--- src/rtl/ram_scan_ctrl_if.sv ---
`default_nettype none
// ============================================================================
// Module      : ram_scan_ctrl_if
// Description : Bus bundle between the board top level and ram_scan_ctrl.
//               master = user/board side, slave = the RAM controller.
// Revision    : 1.0 - initial release
// ============================================================================
interface ram_scan_ctrl_if #(
   parameter int ADDR_WIDTH = 5,
   parameter int DATA_WIDTH = 4
);
   logic [ADDR_WIDTH-1:0] wr_addr;
   logic [DATA_WIDTH-1:0] wr_data;
   logic                  write_key;
   logic                  scan_en;
   logic                  busy;
   logic                  write_done;
   logic [ADDR_WIDTH-1:0] rd_addr;
   logic [DATA_WIDTH-1:0] rd_data;

   modport master (
      output wr_addr, wr_data, write_key, scan_en,
      input  busy, write_done, rd_addr, rd_data
   );

   modport slave (
      input  wr_addr, wr_data, write_key, scan_en,
      output busy, write_done, rd_addr, rd_data
   );
endinterface
`default_nettype wire

--- src/rtl/ram_scan_ctrl.sv ---
`default_nettype none
// ============================================================================
// Module      : ram_scan_ctrl
// Description : On-chip RAM with a self-clearing sequence after reset, a
//               key-edge write port and a manual / auto-scan read port.
// Revision    : 1.0 - initial release
// ============================================================================
module ram_scan_ctrl #(
   parameter int ADDR_WIDTH  = 5,
   parameter int DATA_WIDTH  = 4,
   parameter int SCAN_PERIOD = 50_000_000
) (
   input  logic           clk,
   input  logic           reset,
   ram_scan_ctrl_if.slave bus
);

   localparam int c_DEPTH = 2 ** ADDR_WIDTH;
   localparam int c_CNT_W = (SCAN_PERIOD > 1) ? $clog2(SCAN_PERIOD) : 1;
   localparam logic [c_CNT_W-1:0]    c_CNT_LAST  = c_CNT_W'(SCAN_PERIOD - 1);
   localparam logic [ADDR_WIDTH-1:0] c_ADDR_LAST = '1;

   typedef enum logic [0:0] {
      S_CLEAR = 1'b0,
      S_RUN   = 1'b1
   } state_t;

   state_t                r_state;
   state_t                w_state_next;
   logic [ADDR_WIDTH-1:0] r_clr_ptr;
   logic                  r_key_prev;
   logic                  r_write_done;
   logic [c_CNT_W-1:0]    r_scan_cnt;
   logic [ADDR_WIDTH-1:0] r_rd_addr;
   logic [DATA_WIDTH-1:0] r_rd_data;
   logic [DATA_WIDTH-1:0] r_mem [c_DEPTH];

   logic                  w_press;
   logic                  w_mem_we;
   logic [ADDR_WIDTH-1:0] w_mem_waddr;
   logic [DATA_WIDTH-1:0] w_mem_wdata;
   logic [ADDR_WIDTH-1:0] w_rd_addr_next;
   logic [c_CNT_W-1:0]    w_cnt_next;
   logic                  w_wr_hit;

   // State register: reset always restarts the clear sequence.
   always_ff @(posedge clk) begin
      if (reset) r_state <= S_CLEAR;
      else       r_state <= w_state_next;
   end

   // Next state, RAM write port selection and next read address.
   always_comb begin
      w_state_next   = r_state;
      w_press        = 1'b0;
      w_mem_we       = 1'b0;
      w_mem_waddr    = bus.wr_addr;
      w_mem_wdata    = bus.wr_data;
      w_rd_addr_next = '0;
      w_cnt_next     = '0;
      case (r_state)
         S_CLEAR: begin
            // Zero one word per cycle; user writes and reads are locked out.
            w_mem_we    = 1'b1;
            w_mem_waddr = r_clr_ptr;
            w_mem_wdata = '0;
            if (r_clr_ptr == c_ADDR_LAST) w_state_next = S_RUN;
         end
         S_RUN: begin
            w_press  = bus.write_key & ~r_key_prev;
            w_mem_we = w_press;
            if (bus.scan_en) begin
               if (r_scan_cnt == c_CNT_LAST) begin
                  w_rd_addr_next = r_rd_addr + 1'b1;
                  w_cnt_next     = '0;
               end else begin
                  w_rd_addr_next = r_rd_addr;
                  w_cnt_next     = r_scan_cnt + 1'b1;
               end
            end else begin
               w_rd_addr_next = bus.wr_addr;
            end
         end
         default: w_state_next = S_CLEAR;
      endcase
   end

   // A press landing on the address being read bypasses the array.
   assign w_wr_hit = w_press && (bus.wr_addr == w_rd_addr_next);

   // Clear pointer walks every address once per clear sequence.
   always_ff @(posedge clk) begin
      if (reset)                   r_clr_ptr <= '0;
      else if (r_state == S_CLEAR) r_clr_ptr <= r_clr_ptr + 1'b1;
   end

   // Key edge detector; preloaded high so a key held through reset is ignored.
   always_ff @(posedge clk) begin
      if (reset) r_key_prev <= 1'b1;
      else       r_key_prev <= bus.write_key;
   end

   // write_done pulses the cycle after a performed write.
   always_ff @(posedge clk) begin
      if (reset) r_write_done <= 1'b0;
      else       r_write_done <= w_press;
   end

   // Scan rate divider and read address register.
   always_ff @(posedge clk) begin
      if (reset) begin
         r_scan_cnt <= '0;
         r_rd_addr  <= '0;
      end else begin
         r_scan_cnt <= w_cnt_next;
         r_rd_addr  <= w_rd_addr_next;
      end
   end

   // Read data tracks the address loaded on the same edge, write-first.
   always_ff @(posedge clk) begin
      if (reset || (r_state == S_CLEAR)) r_rd_data <= '0;
      else if (w_wr_hit)                 r_rd_data <= bus.wr_data;
      else                               r_rd_data <= r_mem[w_rd_addr_next];
   end

   // Single write port shared by the clear sequence and key presses.
   always_ff @(posedge clk) begin
      if (w_mem_we && !reset) r_mem[w_mem_waddr] <= w_mem_wdata;
   end

   assign bus.busy       = (r_state == S_CLEAR);
   assign bus.write_done = r_write_done;
   assign bus.rd_addr    = r_rd_addr;
   assign bus.rd_data    = r_rd_data;

endmodule
`default_nettype wire

--- src/flat_wrapper.sv ---
// flat-port wrapper written by rule: the top's interface ports become plain ports
module ram_scan_ctrl_flat 
#(
   parameter int ADDR_WIDTH  = 5,
   parameter int DATA_WIDTH  = 4,
   parameter int SCAN_PERIOD = 50_000_000
)
  (clk, reset, bus_wr_addr, bus_wr_data, bus_write_key, bus_scan_en, bus_busy, bus_write_done, bus_rd_addr, bus_rd_data);
  ram_scan_ctrl_if #(.ADDR_WIDTH(ADDR_WIDTH), .DATA_WIDTH(DATA_WIDTH)) bus_i ();
  input  logic clk;
  input  logic reset;
  input wire logic [$bits(bus_i.wr_addr)-1:0] bus_wr_addr;
  input wire logic [$bits(bus_i.wr_data)-1:0] bus_wr_data;
  input wire logic [$bits(bus_i.write_key)-1:0] bus_write_key;
  input wire logic [$bits(bus_i.scan_en)-1:0] bus_scan_en;
  output wire logic [$bits(bus_i.busy)-1:0] bus_busy;
  output wire logic [$bits(bus_i.write_done)-1:0] bus_write_done;
  output wire logic [$bits(bus_i.rd_addr)-1:0] bus_rd_addr;
  output wire logic [$bits(bus_i.rd_data)-1:0] bus_rd_data;
  assign bus_i.wr_addr = bus_wr_addr;
  assign bus_i.wr_data = bus_wr_data;
  assign bus_i.write_key = bus_write_key;
  assign bus_i.scan_en = bus_scan_en;
  assign bus_busy = bus_i.busy;
  assign bus_write_done = bus_i.write_done;
  assign bus_rd_addr = bus_i.rd_addr;
  assign bus_rd_data = bus_i.rd_data;
  ram_scan_ctrl #(.ADDR_WIDTH(ADDR_WIDTH), .DATA_WIDTH(DATA_WIDTH), .SCAN_PERIOD(SCAN_PERIOD)) u_core (.clk(clk), .reset(reset), .bus(bus_i));
endmodule
--- config.mk ---
export PLATFORM = sky130hd
export DESIGN_NAME = ram_scan_ctrl_flat
export DESIGN_NICKNAME = d
export VERILOG_FILES = /design/src/rtl/ram_scan_ctrl_if.sv /design/src/rtl/ram_scan_ctrl.sv /design/src/flat_wrapper.sv
export SDC_FILE = /design/constraint.sdc
export NUM_CORES = 1
export LEC_CHECK = 0
export CAP_MARGIN = 20
export CORE_ASPECT_RATIO = 1.25
export CORE_MARGIN = 10
export CORE_UTILIZATION = 28
export DETAILED_ROUTE_END_ITERATION = 8
export GPL_ROUTABILITY_DRIVEN = 0
export PLACE_DENSITY = 0.47
export SLEW_MARGIN = 5
export SYNTH_ARGS = -nofsm -noshare
export SYNTH_HDL_FRONTEND = slang
export SYNTH_SLANG_ARGS = --single-unit
--- constraint.sdc ---
create_clock -name clk -period 4.9 [get_ports clk]
set_clock_uncertainty 0.1 [all_clocks]
set_input_delay 0.98 -clock clk [delete_from_list [all_inputs] [get_ports clk]]
set_output_delay 0.98 -clock clk [all_outputs]
set_load 0.005 [all_outputs]
# --- After elaboration in Yosys (flattened, before gate mapping) ---
# Memory sizes are Yosys's and may differ from the RTL's. A register that Yosys moved wholly into a read port is not among the register bits.
# Cells that the tools add are included.
op_classes:
  n_addsub: 3
  eq_ne: 2
  muxes: 11
  bitwise: 4
  n_reduce_logical: 4
op_table:
  columns: ["cell", "n"]
  rows:
  - ["$add 26x1->26 const B", 1]
  - ["$eq 26x26->1 const B", 1]
  - ["$mux 5", 4]
  - ["$add 5x1->5 const B", 2]
  - ["$eq 5x5->1 const B", 1]
  - ["$mux 1", 5]
  - ["$mux 4", 1]
  - ["$reduce_or 4->1", 1]
  - ["$not 1->1", 3]
  - ["$pmux 1 s2", 1]
  - ["$and 1x1->1", 1]
  - ["$logic_and 1x1->1", 1]
  - ["$logic_not 1->1", 1]
  - ["$logic_or 1x1->1", 1]
word_totals:
  register_bits: 39
  ram_bits: 128
  inputBits: 13
  word_cells: 31
  n_memories: 1
mem_list:
  columns: ["memory", "words", "word_bits", "rd", "rd_clocked_by_memory_dff", "wr", "line_no", "source"]
  rows:
  - ["u_core.r_mem", 32, 4, 1, 1, 1, "ram_scan_ctrl.sv:36", "logic [DATA_WIDTH-1:0] r_mem [c_DEPTH];"]

# --- Longest topological paths before layout ---
depth:
  word_depth: 6
  mapped_depth: 13
  mapped_depth_nobuf: 10

# --- Worst setup path before layout ---
# Ideal clock, no wire load.
synth_path:
  path_kind: "in2reg"
  start: "input bus_scan_en"
  end: "register u_core.r_rd_data[1], in the netlist u_core.bus.rd_data[1] (read register of u_core.r_mem)"
  setup_time_ps: 120
  arrival_time_ps: 2826
  required_time_ps: 4680
  slack_ps: 1854
  stages: 11
  path_buffers: 3
  path_cell_list: "clkbuf_1 > nand2_1 > or3_1 > o2111a_1 > buf_2 > buf_2 > a21oi_1 > a22oi_1 > a22oi_1 > a21oi_1 > a211o_1"
synth_via:
  elab_chain_len: 2
synth_rtl:
  columns: ["item", "line_no", "source"]
  rows:
  - ["start, declared", "flat_wrapper.sv:15", "input wire logic [$bits(bus_i.scan_en)-1:0] bus_scan_en;"]
  - ["$mux 5", "ram_scan_ctrl.sv:72", "if (bus.scan_en) begin"]
  - ["$mux 5", "ram_scan_ctrl.sv:61", "case (r_state)"]
  - ["end, declared", "ram_scan_ctrl.sv:35", "logic [DATA_WIDTH-1:0] r_rd_data;"]
# Every way passes these cells.
# A chain may end at the register's enable or synchronous reset.

# --- Final worst setup path ---
layout_path:
  start: "register u_core.r_scan_cnt[0]"
  end: "register u_core.r_rd_data[0], in the netlist u_core.bus.rd_data[0] (read register of u_core.r_mem)"
layout_via:
  elab_chain_len: 4
layout_rtl:
  columns: ["item", "line_no", "source"]
  rows:
  - ["start, declared", "ram_scan_ctrl.sv:33", "logic [c_CNT_W-1:0] r_scan_cnt;"]
  - ["start signal, assigned", "ram_scan_ctrl.sv:115", "r_scan_cnt <= w_cnt_next;"]
  - ["$eq 26x26->1", "ram_scan_ctrl.sv:73", "if (r_scan_cnt == c_CNT_LAST) begin"]
  - ["$mux 5", "ram_scan_ctrl.sv:73", null]
  - ["$mux 5", "ram_scan_ctrl.sv:72", null]
  - ["$mux 5", "ram_scan_ctrl.sv:61", null]
# Every way passes these cells.

==> parameters.txt <==
Parameter                              Value

Cells and area
  Final cell count without fillers ... 1,020
  Most frequent standard cell in the layout excluding fill and tap cells ... sky130_fd_sc_hd__edfxtp_1
  Util after Layout ... 33.1%
  Inserted Diodes ... 0
  Nets ... 684
  Layout Area Growth over Synthesis ... 16.9%
  Share of layout cells above drive strength 1 ... 8.24%
  Leading cell types in the layout, fill and taps excluded ... sky130_fd_sc_hd__edfxtp_1, sky130_fd_sc_hd__nand2_1, sky130_fd_sc_hd__nor2_1

Synthesis
  Avg Synthesized Cell Area ... 11.4 um2
  Top_reg_cell synth ... sky130_fd_sc_hd__edfxtp_1
  Asr flop ratio synth ... 0%
  Total nets after synthesis ... 659
  Count of unique library cells instantiated by Yosys ... 49
  Synth warnings ... 0
  Syn Std Cell Area ... 0.00731 mm2
  Proportion of synthesized chip area in sequential cells ... 64.4%
  Number of instances in the synthesized netlist ... 642
  Post-synth EDFFs ... 128
  Synthesis-stage register bit count ... 171

Detailed routing
  Wire per inst ... 18.7 um
  Remaining antenna violation count ... 0
  Post-DR vias/cell ... 4.99
  Iteration count of the initial detailed-routing pass ... 5
  Detailed Route WL ... 19,000 um
  Residual DRC ... 0
  Vias after detailed routing ... 5,089
  Starting DRC count in detailed routing ... 455

Placed design
  Detailed placement HPWL ... 13,200 um
  Cell Count Post-Placement ... 988
  # port buffers ... 23

Pwr
  Max VDD drop ... 230 uV
  Pwr dens ... 346 mW/mm2
  Static Leakage ... 2.93 nW

Clock tree
  H-Tree Depth ... 4
  Clock-pin slew of the registers on the worst-case setup and hold paths ... 0.07 ns
  CTS tree ... yes
  Cts repair resizes ... 0
  Buffer cell driving the clock tree root ... sky130_fd_sc_hd__clkbuf_16
  Clock network latency to the later pin of the worst-skew pair ... 0.43 ns
  Hold-fix buffer count after cts ... 0
  TritonCTS buffer count ... 17
  Post-CTS setup buffer count ... 0
  Sink Count ... 171
  Buffer depth of the longest clock path ... 2

STA
  Setup repair after global routing missed its margin ... false
  Setup TNS ... 0 ns
  Max-slew violation total from the final report ... 0
  Worst-Margin Slew ... 1.17 ns
  Final critical-path required period ... 3.62 ns
  Slew Limit Headroom ... 21.6%
  Minimum hold slack ... 0.374 ns
  Final period util ... 73.8%
  Final hold viol count ... 0
  Final setup violation count ... 0
  Fmax ... 277 MHz

Floorplan
  Die Wd ... 165 um
  Effective utilization at floorplan ... 28.3%
  Number of rows in the core area ... 66
  Core area ... 0.0258 mm2
  Die outline area ... 0.0330 mm2
  Overall die height ... 201 um
  I/O Pins ... 24

Worst setup path
  Worst Setup Start Kind ... flop
  Critical Path RT ... 5.12 ns
  Slowest stage delay, CP ... 0.53 ns
  Category of the most critical setup path ... flop to flop
  Series of cell instances along the critical path ... ha_1 > nand3_1 > or3_1 > o21ai_1 > o2111a_2 > buf_4 > a211oi_2 > nor4b_2 > or2b_2 > a21oi_1 > a211o_1
  Largest fanout on the critical path ... 29
  Critical Path Sink Type ... flop
  Critical path's slowest cell ... sky130_fd_sc_hd__or3_1
  Crit path DAT ... 3.83 ns

Global route
  Number of antenna violations at the first check in global routing ... 0
  Overflow left after global routing ... 0
  First-pass GRT wire length ... 29,700 um
  Via count of the first global-routing pass ... 5,184
  Largest net degree at the start of global routing ... 34
  Total global routing track utilization ... 11.6%

Hold path
  Min-delay worst type ... flop to flop

Run
  Number of max-capacitance violations reported ... 0

Run status
  Outcome ... finished, final reports clean
[critical path: cells and delay by family (launching register included)]
kind                       cells  cell delay [ns]
AOI/OAI and AO/OA              5             1.22
and+or+nand+nor                4             1.21
DFF                            1             0.38
buffers and inverters          1             0.33
adders and majority gates      1             0.22
[through the flow]
stage               total power [mW]  cell area (um2)  setup WS (ns)
finish                          2.95             8550           1.28
global placement                1.65             7950          0.983
CTS                             2.98             8550           1.27
global route                    3.05             8550           1.08
detailed placement              1.65             7950          0.943
floorplan                       1.61             7310           1.85
[power by group]
part	switching (mW)	total, mW	internal, mW	leakage (nW)
registers	0.00522	1.55	1.55	1.59
logic	0.0419	0.0664	0.0245	1.05
clock network	0.585	1.34	0.752	0.300
total	0.633	2.95	2.32	2.93
[worst paths after layout]
path,depth (start not counted),slack (ns),startpoint,end
setup / recovery,11,1.28,u_core.r_scan_cnt[0],u_core.bus.rd_data[0]
hold / removal,1,0.37,u_core.r_scan_cnt[0],u_core.r_scan_cnt[0]
setup reg to reg,11,1.28,u_core.r_scan_cnt[0],u_core.bus.rd_data[0]
hold reg to reg,1,0.37,u_core.r_scan_cnt[0],u_core.r_scan_cnt[0]
[sequential cells by signal (all words and copies together), names as in the netlist]
| signal | cells |
|---|---|
| u_core.r_state | 1 |
| u_core.bus.rd_data | 4 |
| u_core.r_scan_cnt | 26 |
| u_core.r_clr_ptr | 5 |
| u_core.r_mem | 128 |
| u_core.r_key_prev | 1 |
| u_core.bus.write_done | 1 |
| u_core.bus.rd_addr | 5 |
[layout make-up]
cell class | instances | area (um2)
Clock buffer | 21 | 503
Clock inverter | 11 | 92.6
Fill cell | 2577 | 17300
Inverter | 9 | 33.8
Multi-Input combinational cell | 433 | 2470
Sequential cell | 171 | 4700
Tap cell | 340 | 425
Timing Repair Buffer | 35 | 320
[cells by family (layout without fill, tap and decap cells)]
logic type / Yosys count / after routing / synth area share [%]
DFF: 171 / 171 / 64.4
muxes: 7 / 7 / 0.976
adders and majority gates: 4 / 4 / 0.685
AOI/OAI and AO/OA: 146 / 146 / 12.5
buffers and inverters: 38 / 76 / 2.17
xor gates and xnor gates: 31 / 31 / 4.09
and+or+nand+nor: 245 / 245 / 15.2
[layer usage]
metal	vias up	share of wire (%)	routed length [um]	track usage [%]
li1	2402	-	-	-
met1	2513	44	8340	14.5
met2	146	49	9330	19.1
met3	28	5.1	973	2.61
met4	0	2.1	391	4.34
met5	-	0	0	0
[Yosys cell counts, drive strengths merged (2+ instances only)]
cell / number / share of area (%)
a211o: 4 / 0.48
a21o: 2 / 0.21
a21oi: 71 / 4.9
a22oi: 42 / 4.3
a31oi: 3 / 0.46
and2: 6 / 0.51
and3: 6 / 0.51
buf: 15 / 0.99
clkbuf: 14 / 0.72
dfxtp: 43 / 12
edfxtp: 128 / 53
ha: 4 / 0.68
inv: 9 / 0.46
mux2i: 6 / 0.82
nand2: 94 / 4.8
nand2b: 3 / 0.26
nand3: 20 / 1.4
nand4: 8 / 0.68
nor2: 78 / 4.0
nor2b: 2 / 0.17
nor3: 5 / 0.34
nor4: 2 / 0.17
nor4b: 4 / 0.56
nor4bb: 2 / 0.27
o21ai: 12 / 0.82
o22ai: 3 / 0.26
or2: 2 / 0.17
or3: 10 / 0.99
xnor2: 11 / 1.3
xnor3: 2 / 0.62
xor2: 18 / 2.2
(Power assumes the default switching activity.)
